$ cat src/rtl/note_decoder.sv
// note_decoder: 88-key piano note number to an 8-bit tone sample stream at 100 MHz.
// A 24-bit phase accumulator advances by a per-key increment. The top phase
// byte forms a rising sawtooth.
// Build option: define NOTE_DECODER_SQUARE_EN to emit a 50 % square wave
// (8'h00 / 8'hFF) taken from the phase MSB instead of the sawtooth.
// Silence (disabled or invalid note) is always 8'h00.
module note_decoder (
  input  logic [9:0] note,
  input  logic       clk,
  input  logic       enable,
  output logic [7:0] out,
  input  logic       rst_n
);

  // Octave-7 increments (keys 85..96): round(3520 * 2^(s/12) * 2^24 / 1e8).
  function automatic logic [10:0] base_inc(input logic [3:0] s);
    logic [10:0] b;
    case (s)
      4'd0:    b = 11'd591;
      4'd1:    b = 11'd626;
      4'd2:    b = 11'd663;
      4'd3:    b = 11'd702;
      4'd4:    b = 11'd744;
      4'd5:    b = 11'd788;
      4'd6:    b = 11'd835;
      4'd7:    b = 11'd885;
      4'd8:    b = 11'd937;
      4'd9:    b = 11'd993;
      4'd10:   b = 11'd1052;
      default: b = 11'd1115;
    endcase
    return b;
  endfunction

  // Divide by 12 via multiply-by-171 and shift by 11. The error stays below
  // one LSB over n = 0..87, so the quotient is exact in that range.
  function automatic logic [23:0] note_inc(input logic [9:0] nt);
    logic [6:0]  n;
    logic [14:0] prod;
    logic [2:0]  o;
    logic [3:0]  s;
    n    = 7'(nt - 10'd1);
    prod = 15'(n) * 15'd171;
    o    = 3'(prod >> 11);
    s    = 4'(n - 7'(o) * 7'd12);
    return {13'd0, base_inc(s) >> (3'd7 - o)};
  endfunction

  logic        vld_p0;
  logic [23:0] inc_q;
  logic [23:0] phase;

  assign vld_p0 = enable && (note != 10'd0) && (note <= 10'd88);

  // Increment register feeding the accumulator; both clear on silence so a re-enable restarts at phase 0.
  always_ff @(posedge clk or negedge rst_n) begin
    if (!rst_n) begin
      inc_q <= 24'd0;
      phase <= 24'd0;
    end else if (vld_p0) begin
      inc_q <= note_inc(note);
      phase <= phase + inc_q;
    end else begin
      inc_q <= 24'd0;
      phase <= 24'd0;
    end
  end

  // Output shaping straight off the phase register
`ifdef NOTE_DECODER_SQUARE_EN
  assign out = {8{phase[23]}};
`else
  assign out = phase[23:16];
`endif

endmodule

$ cat config.mk
export PLATFORM = sky130hd
export DESIGN_NAME = note_decoder
export DESIGN_NICKNAME = d
export VERILOG_FILES = /design/src/rtl/note_decoder.sv
export SDC_FILE = /design/constraint.sdc
export NUM_CORES = 1
export LEC_CHECK = 0
export CORE_MARGIN = 2
export CORE_UTILIZATION = 55
export DETAILED_ROUTE_END_ITERATION = 10
export PLACE_DENSITY = 0.77
export SETUP_SLACK_MARGIN = 0.4
export SLEW_MARGIN = 15
export SYNTH_ARGS = -nofsm -noshare
export SYNTH_HDL_FRONTEND = slang
export SYNTH_SLANG_ARGS = --single-unit
$ cat constraint.sdc
create_clock -name clk -period 3.1 [get_ports clk]
set_clock_uncertainty 0.15 [all_clocks]
set_input_delay 0.31 -clock clk [delete_from_list [all_inputs] [get_ports clk]]
set_output_delay 0.31 -clock clk [all_outputs]
set_load 0.01 [all_outputs]
== Word-level counts from Yosys, hierarchy flattened ==
Memories as Yosys holds them, arrays and structs flattened.
Index checks and enable logic that the tools add are counted.
Storage, ports and cells
  input port bits: 13
  word-level logic and storage cells: 17
  register bits: 35
  output and inout port bits: 8
  memories: 1
  bits in read-only memories: 176
Memory list
  (name not given): depth 16, width 11, read ports 1, clocked after memory_dff 0, write ports 0, line 18  | case (s)
Operators by class
  muxes and demuxes: 3
  shift operators: 1
  reductions and logical operators: 3
  multipliers: 2
  add/subtract/negate cells: 4
  order comparisons: 1
Operators by type and width (count)
  24-bit by 11-bit adder with 24-bit output: 1
  24-bit 2-to-1 mux: 1
  11-bit 2-to-1 mux: 2
  7-bit by 8-bit multiplier with 14-bit output (second input constant): 1
  11-bit by 3-bit >> shifter with 11-bit output: 1
  10-bit by 7-bit <= comparator with 1-bit output (second input constant): 1
  10-bit nonzero test: 1
  7-bit by 1-bit subtractor with 7-bit output (second input constant): 1
  4-bit subtractor: 1
  3-bit by 2-bit multiplier with 2-bit output (second input constant): 1
  3-bit subtractor (first input constant): 1
  1-bit logical AND: 2

== Logic depth before layout (Yosys ltp) ==
An unclocked memory read counts as a cell.
  word-level depth: 8
  gate-level depth with buffers: 30

== Worst setup path before layout ==
No wires, ideal clock.
  path type: input to register
  start: input port note[2]
  end: register inc_q[3]
  stages: 25
  arrival time: 6.668 ns
  required time: 2.856 ns
  slack: -3.812 ns
  path buffers: 1
  library setup time: 0.094 ns
  path through: nor3_2 -> nor3b_1 -> xnor2_1 -> inv_1 -> ha_1 -> inv_1 -> fa_1 -> fa_1 -> fa_1 -> inv_1 -> ha_1 -> o211ai_1 -> or3_4 -> o21ai_1 -> or2_1 -> inv_1 -> buf_4 -> ha_1 -> xor3_1 -> xnor2_2 -> xor2_4 -> nand2_2 -> a31o_1 -> mux4_2 -> a211oi_1
On the way
  word-level cells in the longest chain between the ends: 8
  elaborated cells between the ends (all ways): 13
  classes of those cells: add/sub: 3; mul: 2; order compare: 1; shift: 1; mux: 2; reduce/logical: 3; memory: 1
Ends and longest elaborated chain
  start: declaration: line 8  | input logic [9:0] note,
  7-bit by 1-bit subtractor with 7-bit output: line 42  | n = 7'(nt - 10'd1);
  7-bit by 8-bit multiplier with 14-bit output: line 43  | prod = 15'(n) * 15'd171;
  3-bit by 2-bit multiplier with 2-bit output: line 45  | s = 4'(n - 7'(o) * 7'd12);
  4-bit subtractor: line 45
  memory 16 x 11 bit
  11-bit 2-to-1 mux: line 60  | end else if (vld_p0) begin
  11-bit by 3-bit >> shifter with 11-bit output: line 46  | return {13'd0, base_inc(s) >> (3'd7 - o)};
  11-bit 2-to-1 mux *: line 60
  end signal: assignment: line 61  | inc_q <= note_inc(note);
  end: declaration: line 50  | logic [23:0] inc_q;
Every way passes the cells marked *; elsewhere a longest branch is shown, timed or not. The select of a mux whose other input is x is not followed.

== Final worst setup path ==
  start: input port note[2]
  end: register inc_q[2]
The elaborated chain is that of the path after synthesis.

==> reports/qor.csv <==
metric,value,unit
GRT overflow,0,
critical path peak fanout,6,
fraction of layout instances using a drive strength above 1,34.0,%
Final ANT Viol Nets,0,
Starting Density,55.9,%
final hold viol count,0,
CP arrival,6230,ps
crit share post-route,199,%
Synth-to-Final Area Change,39.8,%
critical path class,in2reg,
clock-pin slew on the worst setup and hold paths,70,ps
sequential area share after synthesis,22.0,%
CP Data Required Time,3170,ps
# rows,31,
max-capacitance violation count,0,
initial antenna violation count,0,
fin util,78.1,%
GRT Total Usage,28.3,%
Vias/cell,5.91,
Final Worst Setup Slack,-3060,ps
worst-skew pair later-pin latency,280,ps
crit end category,flip-flop,
Die Area,7950,sq um
hold buffers post-CTS,0,
syn_area_per_cell,8.71,sq um
failing checks,setup timing,
Ant. Diodes,0,
peak supply drop,0.963,mV
Min-Delay Path Class,in2async,
Core Area,7140,sq um
via count,3977,
final setup TNS,-31420,ps
vias in the first global route,3792,
Clock Sinks,35,
post-synth top area cell,dfrtp_1,
"EDFF count, synth",0,
Synth cell types,71,
final slew viol count,0,
ys async rst share,100,%
Routed WL,12200,um
Synth Flop Type,dfrtp_1,
nets@finish,647,
DRC viols,0,
root buf cell,clkbuf_8,
Post-DP HPWL,7860,um
Worst Max-Slew Pin Slew,500,ps
Reg2Reg Setup Slack,400,ps
first-pass GRT wire length,17300,um
total CTS buffers,5,
worst r2r src,inc_q[1],
CTS Buffer Depth,2,
1st-pass router iterations,5,
GPL Wtd Cong,0.907,
WL/cell,18.1,um
crit-path max cell delay,550,ps
Pleak,2.59,nW
area of the mapped netlist,3990,sq um
cell depth of the worst flop-to-flop path,10,
"top cells by count, synth","51 x ha_1, 41 x nor2_1, 37 x inv_1, 35 x dfrtp_1, 27 x nand2_1",
synthesis-stage register bit count,35,
Final Total Pwr,6.19,mW
largest net degree at the start of global routing,36,
relative slew slack,66.5,%
RSZ-0062 raised after global routing,yes,
Cells after Synth,458,
boundary pin count,21,
critical path's slowest cell,fa_1,
Yosys top cell area share,22.0,%
Die H,89.1,um
element type at the critical path start,primary input,
syn_nets,532,
CTS tree,built,
Syn. warnings,0,
Crit Reg-Reg Endpoint,phase[15],
Synth area leaders,"dfrtp_1 22%, ha_1 16%, fa_1 5.0%",
number of H-tree levels,2,
fmax,0.162,GHz
crit path time final,6160,ps
status,"finished, violations left",
pwr/cell area,1110,nW/um^2
final setup fails,11,
most frequent cell after synthesis,ha_1,
die span in x,89.1,um
port buffer count,20,
Detailed Route Iter0 Violations,173,
[sequential cells by signal (all words and copies together), names as in the netlist]
| name | cells |
|---|---|
| inc_q | 11 |
| phase | 24 |
[logic make-up (layout without fill, tap and decap cells)]
kind of cell,after synthesis,after routing,share of synthesized area [%]
compound gates,98,98,17.5
flops,35,35,22.0
xor+xnor,31,31,8.66
mux,17,17,4.64
buf+inv,66,181,7.15
simple gates,150,151,19.0
fa+ha+maj,61,61,21.0
[per-layer routing]
metal / vias to the layer above / global-route usage [%] / wire length [um]
met5: - / 0 / 0
met3: 56 / 3.97 / 519
met1: 1891 / 31.0 / 4430
li1: 1858 / - / -
met4: 0 / 16.3 / 716
met2: 172 / 51.6 / 6540
[metrics by stage]
stage	hold WS, ps	setup WS [ps]	std cells	area [sq um]
after global placement	380	-3670	631	4910
after floorplan	-136	-3340	458	4130
after global routing	325	-3220	673	5570
final	276	-3060	673	5570
after CTS	285	-2800	656	5320
after detailed placement	397	-3870	631	4910
[layout make-up]
class	count	area, sq um
multi-input combinational	358	3180
inverter	37	149
clock buffer	8	100
fill	449	1560
tap	99	124
timing repair buffer	136	1140
sequential	35	876
[report_power, final]
group	switching (mW)	internal, mW
clock network	0.152	0.203
registers	0.00700	0.472
logic	2.66	2.69
[how the worst max path moves through the flow]
stage               cells after the start  slack, ps    start        to
global route                           26      -3220  note[2]  inc_q[2]
floorplan                              25      -3340  note[1]  inc_q[3]
global placement                       25      -3670  note[0]  inc_q[3]
detailed placement                     26      -3870  note[0]  inc_q[2]
finish                                 25      -3060  note[2]  inc_q[2]
CTS                                    26      -2800  note[0]  inc_q[3]
[critical path, delay by kind of cell]
kind	cells	cell delay, ps
xor+xnor	4	1090
fa+ha+maj	6	2020
simple gates	4	790
compound gates	4	1100
buf+inv	6	650
mux	1	280
[cell usage in the layout (no fill, tap or decap), types with 10 or more instances in the layout]
cell type and n:
nand2_1 24, buf_6 20, a21oi_1 15, nor2_1 38
nor3_1 18, clkdlybuf4s50_1 13, o21ai_0 17, nand3_1 13
buf_4 98, xnor2_1 15, mux2i_1 10, dfrtp_1 35
inv_1 32, ha_1 47
[what timing repair did]
| item | in CTS | in global routing |
|---|---|---|
| buffers inserted | 17 | 16 |
| endpoints found under the hold margin | 0 | 0 |
| pin swaps | 33 | 21 |
| setup endpoints to repair | 18 | 23 |
| gates cloned | 0 | 1 |
| gates resized for setup | 74 | 32 |
Power figures use the tool's default switching activity.
